--- src/rtl/apb_regbank_slave.sv ---
// apb_regbank_slave: APB4 completer owning a register bank, with wait states, byte strobes and error response.
// Ports: pclk/preset (async active-high) clock and reset; paddr/psel/penable/pwrite/pwdata/pstrb APB request;
// prdata/pready/pslverr APB response; reg_q flattened register contents; reg_wr per-register write pulse.
module apb_regbank_slave #(
  parameter int DATA_WIDTH = 32,
  parameter int ADDRESS_WIDTH = 32,
  parameter int NUM_REGS = 8,
  parameter int WAIT_STATES = 0,
  parameter logic [DATA_WIDTH-1:0] RESET_VALUE = '0
) (
  input  logic                           pclk,
  input  logic                           preset,
  input  logic [ADDRESS_WIDTH-1:0]       paddr,
  input  logic                           psel,
  input  logic                           penable,
  input  logic                           pwrite,
  input  logic [DATA_WIDTH-1:0]          pwdata,
  input  logic [DATA_WIDTH/8-1:0]        pstrb,
  output logic [DATA_WIDTH-1:0]          prdata,
  output logic                           pready,
  output logic                           pslverr,
  output logic [NUM_REGS*DATA_WIDTH-1:0] reg_q,
  output logic [NUM_REGS-1:0]            reg_wr
);
  localparam int STRB_W = DATA_WIDTH / 8;
  localparam int LSB = $clog2(STRB_W);
  localparam int IDX_W = NUM_REGS > 1 ? $clog2(NUM_REGS) : 1;
  localparam logic [ADDRESS_WIDTH-1:0] LSB_MASK = ADDRESS_WIDTH'((1 << LSB) - 1);
  localparam logic [IDX_W:0] REG_CNT = (IDX_W + 1)'(NUM_REGS);
  typedef enum logic {IDLE, ACCESS} state_t;
  state_t state_q, state_d;
  logic [3:0] wcnt_q, wcnt_d;
  logic [IDX_W-1:0] idx_q, idx_d;
  logic err_q, err_d, write_q, write_d;
  logic [DATA_WIDTH-1:0] mem_q [NUM_REGS];
  logic [DATA_WIDTH-1:0] mem_d [NUM_REGS];
  logic [NUM_REGS-1:0] reg_wr_q, reg_wr_d;
  logic [IDX_W-1:0] idx;
  logic dec_err, complete, unused_penable;
  // penable carries no information here: the FSM tracks setup vs access itself
  assign unused_penable = penable;
  assign idx = paddr[LSB +: IDX_W];
  assign dec_err = ({1'b0, idx} >= REG_CNT) || |(paddr & LSB_MASK) || |(paddr >> (LSB + IDX_W));
  assign complete = state_q == ACCESS && psel && wcnt_q == '0;
  assign pready = complete;
  assign pslverr = complete && err_q;
  assign prdata = complete && !write_q && !err_q ? mem_q[idx_q] : '0;
  assign reg_wr = reg_wr_q;
  for (genvar g = 0; g < NUM_REGS; g++) begin : g_flat
    assign reg_q[g*DATA_WIDTH +: DATA_WIDTH] = mem_q[g];
  end
  always_comb begin
    state_d = state_q;
    wcnt_d = wcnt_q;
    idx_d = idx_q;
    err_d = err_q;
    write_d = write_q;
    mem_d = mem_q;
    reg_wr_d = '0;
    if (state_q == IDLE) begin
      if (psel) begin
        state_d = ACCESS;
        wcnt_d = 4'(WAIT_STATES);
        idx_d = idx;
        err_d = dec_err;
        write_d = pwrite;
      end
    end else if (!psel || complete) begin
      state_d = IDLE;
    end else begin
      wcnt_d = wcnt_q - 4'd1;
    end
    if (complete && write_q && !err_q) begin
      for (int b = 0; b < STRB_W; b++)
        if (pstrb[b]) mem_d[idx_q][8*b +: 8] = pwdata[8*b +: 8];
      reg_wr_d[idx_q] = 1'b1;
    end
  end
  always_ff @(posedge pclk or posedge preset) begin
    if (preset) begin
      state_q <= IDLE;
      wcnt_q <= '0;
      idx_q <= '0;
      err_q <= 1'b0;
      write_q <= 1'b0;
      reg_wr_q <= '0;
      for (int i = 0; i < NUM_REGS; i++) mem_q[i] <= RESET_VALUE;
    end else begin
      state_q <= state_d;
      wcnt_q <= wcnt_d;
      idx_q <= idx_d;
      err_q <= err_d;
      write_q <= write_d;
      reg_wr_q <= reg_wr_d;
      mem_q <= mem_d;
    end
  end
endmodule

--- config.mk ---
export PLATFORM = sky130hd
export DESIGN_NAME = apb_regbank_slave
export DESIGN_NICKNAME = d
export VERILOG_FILES = /design/src/rtl/apb_regbank_slave.sv
export SDC_FILE = /design/constraint.sdc
export NUM_CORES = 1
export LEC_CHECK = 0
export ABC_CLOCK_PERIOD_IN_PS = 10000
export BUFFER_PORTS_ARGS = -buffer_cell sky130_fd_sc_hd__buf_2
export CORE_ASPECT_RATIO = 2
export CORE_MARGIN = 2
export CORE_UTILIZATION = 52
export CTS_CLUSTER_DIAMETER = 150
export DETAILED_ROUTE_END_ITERATION = 16
export PLACE_DENSITY = 0.81
export SYNTH_ARGS = -nofsm -noshare
export SYNTH_HDL_FRONTEND = slang
export SYNTH_SLANG_ARGS = --single-unit
--- constraint.sdc ---
create_clock -name pclk -period 10 [get_ports pclk]
set_input_delay 1.5 -clock pclk [delete_from_list [all_inputs] [get_ports pclk]]
set_output_delay 1.5 -clock pclk [all_outputs]
set_load 0.05 [all_outputs]
# After elaboration in Yosys (flattened, before gate mapping)

Index checks and enable logic that the tools add are counted.

Register bits: 274
Latch bits: 0
Memory bits (writable): 0
Memory bits (read-only): 0
Output and inout bits: 298
Word-level logic and storage cells: 74
Memories: 0

$add $sub $neg: 1
Multipliers: 0
Divide/modulo/power cells: 0
Order comparisons: 4
Equality and inequality tests: 1
Shift operators: 0
Muxes and demuxes: 32
Bitwise logic cells: 2
Reduce and logical (&&, ||, !) cells: 20

Operator list:

| operator              | number |
|---|---|
| $mux W256             | 7 |
| $bwmux W256           | 4 |
| $demux W32 S3         | 4 |
| $mux W32              | 4 |
| $bmux W32 S3          | 1 |
| $reduce_or A27 Y1     | 1 |
| $mux W24              | 1 |
| $mux W16              | 1 |
| $mux W8               | 2 |
| $mux W4               | 3 |
| $logic_and A1 B1 Y1   | 9 |
| $ge A4 B4 Y1 const B  | 1 |
| $logic_not A4 Y1      | 1 |
| $lt A3 B4 Y1 const B  | 1 |
| $lt A4 B1 Y1 const B  | 1 |
| $mux W1               | 4 |
| $not A3 Y4            | 1 |
| $reduce_and A2 Y1     | 2 |
| $sub A4 B1 Y4 const B | 1 |
| $demux W1 S3          | 1 |
| $ge A3 B1 Y1 const B  | 1 |
| $logic_not A1 Y1      | 3 |
| $logic_or A1 B1 Y1    | 2 |
| $ne A2 B2 Y1 const B  | 1 |
| 3 further kinds       | 3 |

# Longest topological paths before layout

Gate-level depths: netlist of the first run.

Depth in word-level cells: 16
Mapped depth: 7
Depth with buffers taken out: 6

# Worst setup path before layout of the first run

Ideal clock, no wire load.

Path type: input -> output
From: input psel
To: output prdata[0]
Data arrival time: 4.889 ns
Required time: 8.500 ns
Slack: 3.611 ns
Stages on the path: 5
Buffers on the path: 2
Cells stage by stage: nand4b_1 > or4_1 > clkbuf_1 > clkbuf_1 > a2111oi_0

Word-level cells in the longest chain between the ends: 5

Ends and longest elaborated chain:

| item                              | line | RTL |
|---|---|---|
| start, declared                   | 14   | `input logic psel,` |
| $logic_and A1 B1 Y1 (2 in series) | 44   | `assign complete = state_q == ACCESS && psel && wcnt_q == '0;` |
| $logic_and A1 B1 Y1 (2 in series) | 47   | `assign prdata = complete && !write_q && !err_q ? mem_q[idx_q] : '0;` |
| $mux W32                          | 47   |  |
| end, declared                     | 19   | `output logic [DATA_WIDTH-1:0] prdata,` |

No other way between the ends.

# Worst setup path after layout of the first run

From: input psel
To: output prdata[11]

Same word-level chain as after synthesis.

==> metrics.md, run 1 <==
| Metric | Value |
|---|---|
| Status | `finished clean` |
| Crit-path max FO | `19` |
| Final Cycle Share | `56.6%` |
| Root buffer cell | `clkbuf_16` |
| Max-cap viol count | `0` |
| Post-Layout Cell Count | `1,553` |
| Worst slew margin | `approximately a third` |
| Effective utilization at floorplan | `~52%` |
| Number of nets with antenna violations after routing | `0` |
| Clock Tree Buf Depth | `3` |
| Critical R2R Capture | `reg_q[251]` |
| # hold bufs at CTS | `0` |
| Crit-path cells | `buf_2 -> nand4b_1 -> or4_1 -> buf_4 -> nor2_1 -> a22o_1 -> buf_2` |
| Post-Syn Area | `12,400 um2` |
| Hold worst-path end | `reg_q[103]` |
| CP dominant cell by count | `buf_2` |
| Rows | `80` |
| Worst-margin pin slew | `between 1000 and 1500 ps` |
| Top cell family by delay on the critical path | `simple AND/OR/NAND/NOR gates` |
| Cell count of the worst reg-to-reg path | `5` |
| Setup-failing EPs final | `0` |
| Initial drt markers | `699` |
| Vias | `9,628` |
| I/O pin count | `approximately 370` |
| Synth cell types | `between 40 and 50` |
| Power Density | `around 170 nW/um2` |
| Critical Path AT | `between 4000 and 5000 ps` |
| Largest net degree at the start of global routing | `126` |
| Crit Path Class | `in -> out` |
| Post-synthesis sequential area ratio | `55.2%` |
| Post-CTS Setup Bufs | `0` |
| Dpl cell area | `14,600 um2` |
| Drt first pass iters | `5` |
| Synthesized area per cell | `14.1 um2` |
| CP endpoint kind | `output port` |
| Share of cells above drive strength 1 | `60.3%` |
| R2r setup slk | `6370 ps` |
| Post-CTS Resized | `0` |
| Yosys warnings | `0` |
| Net count after synthesis | `953` |
| Flops & latches, synth | `274` |
| CORE AREA | `23,700 um2` |
| DP HPWL | `28,500 um` |
| Final WL | `a little over 40,000 um` |
| Diodes inserted | `0` |
| Predominant post-synthesis flop cell | `dfrtp_1` |
| Design area | `approximately 15,000 um2` |
| Worst Hold Launch | `reg_q[103]` |
| Mapped Cells | `879` |
| Initial antenna violation count | `0` |
| Leading area contributor after synthesis | `dfrtp_1` |
| Buf/Inv on CP | `3` |
| Routability cong. | `0.887` |
| Chip Height | `223 um` |
| DIE WIDTH | `113 um` |
| Num CTS Buffers | `25` |
| # H-tree levels | `1` |
| Overflow after GRT | `0` |
| Slowest CP cell | `or4_1` |
| Drt drc | `0` |
| Ys async rst share | `100%` |
| Via density | `between 6 and 7` |
| Commonest non-fill, non-tap cell in the layout | `buf_2` |
| Total track usage | `31.9%` |
| Clk sinks | `274` |
| Peak supply drop | `0.145 mV` |
| Worst r2r src | `idx_q[2]` |
| Max-slew violations | `0` |
| Most frequent cells in the layout | `buf_2 (369), mux2_2 (294), dfrtp_1 (271)` |
| Final Critical Period | `around 5700 ps` |
| Hold-critical path depth | `1` |
| Hold Vio Cnt, Final | `0` |
| Fill count | `1,824` |
| Multi-input gate area | `5400 um2` |
| Vias in the first global route | `about 10,000` |
| CP required | `8500 ps` |
| Startpoint types | `primary input` |
| Layout area overhead | `24.5%` |
| CTS tree | `done` |
| Worst path max stage delay | `720 ps` |
| Clk_skew | `20.0 ps` |
| Top cells by area, synth | `dfrtp_1 (55%), mux2_2 (27%), mux4_2 (4.2%)` |
| Leak pwr | `8.59 nW` |
| F_max | `177 MHz` |
| DIE AREA | `approximately 25,000 um2` |
| Worst hold path type | `reg -> reg` |
| Share of the synthesized area in the top cell type | `55.2%` |
| Setup_tns | `0 ps` |
| Global-route wire length before repair | `60,700 um` |
| Clock-pin slew on the worst setup and hold paths | `70 ps` |
| Reg area | `6870 um2` |
| Worst-Skew Late Latency | `540 ps` |
| RSZ-0062 raised after global routing | `no` |
| Final layout net count | `1,321` |
| Per-cell routed wire length | `26.2 um` |
| Cell total after placement | `roughly 1,500` |
| PortBufs | `369` |
| EDFF count, synth | `0` |
cell usage after synthesis (9+ instances only):
cell type,count
nand2_1,37
mux2i_1,9
clkbuf_1,24
o21ai_0,15
a2111oi_0,21
nand2_2,12
nor2b_1,11
mux4_2,23
mux2_2,294
o22ai_1,24
o221ai_1,11
dfrtp_1,274
nor2_1,22
worst register-to-register path: cells and delay by family (launching register included):
family	cells	cell delay, ps
buffers and inverters	1	790
AND/OR/NAND/NOR	3	1520
multiplexers	1	450
flip-flops	1	750
cell type report:
class | count | area share, %
inverter | 9 | 0.267
sequential | 274 | 44.4
multi-input combinational | 560 | 34.9
timing repair buffer | 377 | 12.3
clock buffer | 34 | 4.59
clock inverter | 12 | 1.25
tap | 287 | 2.32
worst max path at each step:
stage / cells after the start / end / start
detailed placement: 7 / prdata[11] / psel
global placement: 7 / prdata[11] / psel
global route: 7 / prdata[11] / psel
floorplan: 1 / err_q / preset
finish: 7 / prdata[11] / psel
CTS: 7 / prdata[11] / psel
per-stage QoR:
stage | hold WS (ps) | total power [mW] | setup slack (ps) | utilization [%]
after floorplan | 480 | 1.48 | 948 | -
after global placement | 490 | 1.65 | 4410 | 61.4
after detailed placement | 504 | 1.66 | 4390 | 61.4
after CTS | 518 | 2.71 | 4370 | 65.2
after global routing | 535 | 2.78 | 4270 | 65.2
final | 517 | 2.70 | 4340 | 65.2
logic make-up after synthesis:
family	Yosys count	synth area share [%]
buffers and inverters	45	1.44
flip-flops	274	55.2
AND/OR/NAND/NOR	127	5.52
multiplexers	328	31.7
AO/OA/AOI/OAI	104	6.09
adder cells (fa/ha/maj)	1	0.101
flip-flops by register name, indices dropped and copies added (netlist names):
signal and flops:
reg_wr 8, err_q 1, idx_q 3, wcnt_q 4, state_q 1, write_q 1, reg_q 256
routing by layer:
metal	track usage, %	wire length [um]	vias to the layer above
met5	0	0	-
met4	17.6	2840	0
met3	4.80	2330	162
met2	54.8	20900	463
met1	38.1	14600	4956
li1	-	-	4047
report_power, final:
group | leakage [nW] | switching [mW] | internal [mW] | total, mW
logic | 4.35 | 0.315 | 0.146 | 0.461
clock network | 0.440 | 0.428 | 0.627 | 1.06
registers | 3.81 | 0.0551 | 1.13 | 1.18
total | 8.59 | 0.799 | 1.90 | 2.70
(Power assumes the default switching activity.)
==> run 2: changes to the inputs <==
--- a/config.mk
+++ b/config.mk
@@ -5,7 +5,7 @@
 export SDC_FILE = /design/constraint.sdc
 export NUM_CORES = 1
 export LEC_CHECK = 0
-export ABC_CLOCK_PERIOD_IN_PS = 10000
+export ABC_CLOCK_PERIOD_IN_PS = 5900
 export BUFFER_PORTS_ARGS = -buffer_cell sky130_fd_sc_hd__buf_2
 export CORE_ASPECT_RATIO = 2
 export CORE_MARGIN = 2
==> constraint.sdc (replaced) <==
create_clock -name pclk -period 5.9 [get_ports pclk]
set_input_delay 0.885 -clock pclk [delete_from_list [all_inputs] [get_ports pclk]]
set_output_delay 0.885 -clock pclk [all_outputs]
set_load 0.05 [all_outputs]
==> run 2 against run 1 <==
Clock skew down 8.0 ps; critical endpoint is now prdata[6]; clock-buffer cell count up 5; global-route usage down 0.19 points; combinational power up 64%; clock power up 53%; critical path type is now reg -> out; total power up 63%.
==> metrics.md, run 2 (same netlist as run 1, synthesis figures left out) <==
| Metric | Value |
|---|---|
| Status | `finished clean` |
| Final layout net count | `1,321 (unchanged)` |
| Number of nets with antenna violations after routing | `0 (unchanged)` |
| DP HPWL | `28,900 um (+1.1%)` |
| Leak pwr | `8.56 nW (-0.46%)` |
| Power Density | `286 nW/um2 (+64%)` |
| Overflow after GRT | `0 (unchanged)` |
| Post-CTS Resized | `0 (unchanged)` |
| Clock-pin slew on the worst setup and hold paths | `70 ps (about the same)` |
| Initial drt markers | `618 (-12%)` |
| Max-cap viol count | `0 (unchanged)` |
| Worst slew margin | `41.7% (+8.5 points)` |
| Total Power | `4.40 mW (+63%)` |
| CP endpoint kind | `output port` |
| Post-Layout Cell Count | `1,550 (-0.19%)` |
| Critical Path AT | `3790 ps (-370 ps)` |
| Crit-path max FO | `35 (+16)` |
| Worst hold path type | `in -> async` |
| Largest net degree at the start of global routing | `148 (+17%)` |
| Worst-margin pin slew | `875 ps (-127 ps)` |
| Drt drc | `0 (unchanged)` |
| Slowest CP cell | `dfrtp_4` |
| CTS tree | `done` |
| Worst path max stage delay | `770 ps (+50 ps)` |
| Vias | `9,532 (-1.0%)` |
| I/O pin count | `371 (unchanged)` |
| Final Critical Period | `roughly 4700 ps` |
| Crit Path Class | `reg -> out` |
| Setup_tns | `0 ps (unchanged)` |
| Global-route wire length before repair | `60,200 um (-0.84%)` |
| Total track usage | `31.7% (-0.19 points)` |
| Per-cell routed wire length | `26.2 um (+0.29%)` |
| Final WS setup | `1220 ps (-3120 ps)` |
| DR WL met2 | `21,500 um (+3.0%)` |
| Dpl cell area | `14,600 um2 (+0.11%)` |
| F_max | `around 210 MHz` |
| CORE AREA | `23,700 um2 (unchanged)` |
| R2r setup slk | `2540 ps (-3830 ps)` |
| Top sig layer | `met5` |
| Most frequent cells in the layout | `buf_2 (369), mux2_2 (294), dfrtp_1 (271)` |
| Chip Height | `223 um (unchanged)` |
| Worst-Skew Late Latency | `530 ps (about the same)` |
| Max-slew violations | `0 (unchanged)` |
| Startpoint types | `register` |
| Cell total after placement | `1,508 (+0.066%)` |
| Share of cells above drive strength 1 | `60.1% (-0.21 points)` |
| Rows | `80 (unchanged)` |
| Design area | `15,400 um2 (-0.53%)` |
| Crit-path cells | `clkinv_1 -> nand2_1 -> o22ai_1 -> a2111oi_0 -> buf_2` |
| # hold bufs at CTS | `0 (unchanged)` |
| DIE AREA | `25,200 um2 (unchanged)` |
| Routability cong. | `0.868 (-2.2%)` |
| Initial antenna violation count | `2 (+2)` |
| Via density | `6.15 (-0.81%)` |
| Final WL | `40,700 um (about the same)` |
| Clk sinks | `274 (unchanged)` |
| RSZ-0062 raised after global routing | `no` |
| PortBufs | `369 (unchanged)` |
| Root buffer cell | `clkbuf_16` |
| Clock Tree Buf Depth | `3 (unchanged)` |
| Hold Vio Cnt, Final | `0 (unchanged)` |
| CP required | `5020 ps (-3480 ps)` |
| Effective utilization at floorplan | `52.4% (unchanged)` |
| Peak supply drop | `0.283 mV (+95%)` |
| Dpl ws | `1590 ps (-2800 ps)` |
| Met3 wire len | `2650 um (+14%)` |
| Drt first pass iters | `7 (+2)` |
| Commonest non-fill, non-tap cell in the layout | `buf_2` |
| Vias in the first global route | `9,950 (-0.33%)` |
| # H-tree levels | `1 (unchanged)` |
| Setup-failing EPs final | `0 (unchanged)` |
| Met1 WL | `14,300 um (-2.0%)` |
| DIE WIDTH | `113 um (unchanged)` |
| Num CTS Buffers | `24 (-4.0%)` |
| Post-CTS Setup Bufs | `0 (unchanged)` |
| Largest register FFs | `256 (unchanged)` |
| Clk_skew | `11.9 ps (-8.05 ps)` |
| Final Cycle Share | `79.3%` |
| Layout area overhead | `23.8%` |
-- run 2: cell count changes in the layout (fill, tap and decap cells not counted), sizes merged --
cell      before  now
clkbuf        34   39
bufinv         5    1
clkinv         5    2
inv            9    7
buf          377  378
clkinvlp       2    1
diode          0    1
-- run 2: cell type report --
class / instances / area, um2
Sequential cell: 274 / 6870
Inverter: 9 / 37.5
Timing Repair Buffer: 378 / 1930
Clock inverter: 2 / 35.0
Multi-Input combinational cell: 560 / 5400
Fill cell: 1787 / 8330
Tap cell: 287 / 359
Clock buffer: 39 / 768
Antenna cell: 1 / 2.50
-- run 2: final timing paths --
kind                                 from    endpoint  depth (start not counted)
worst max register to register   idx_q[2]  reg_q[250]                          5
worst max-delay path             idx_q[1]   prdata[6]                          5
worst min-delay path               preset  reg_q[166]                          2
max in group asynchronous          preset    idx_q[2]                          3
min in group pclk               reg_q[42]   reg_q[42]                          1
worst min register to register  reg_q[42]   reg_q[42]                          1
-- run 2: metrics by stage --
| stage | utilization (%) | hold WS, ps |
|---|---|---|
| floorplan | - | 480 |
| global placement | 61.5 | 502 |
| detailed placement | 61.5 | 508 |
| CTS | 64.9 | 407 |
| global route | 64.9 | 432 |
| finish | 64.9 | 414 |
-- run 2: critical path, delay by kind of cell, from the launching register on --
| family | cells | cell delay (ps) |
|---|---|---|
| AO/OA/AOI/OAI | 2 | 630 |
| buffers and inverters | 2 | 1110 |
| flip-flops | 1 | 770 |
| AND/OR/NAND/NOR | 1 | 730 |
-- run 2: report_power, final --
| group | total, mW | switching [mW] | internal [mW] |
|---|---|---|---|
| Combinational | 0.756 | 0.508 | 0.248 |
| Clock | 1.62 | 0.692 | 0.928 |
| Sequential | 2.02 | 0.112 | 1.91 |
-- run 2: metal layers --
metal,vias up,GRT usage [%]
li1,4065,-
met1,4880,36.2
met2,453,56.4
met3,132,6.16
met4,2,15.1
met5,-,0
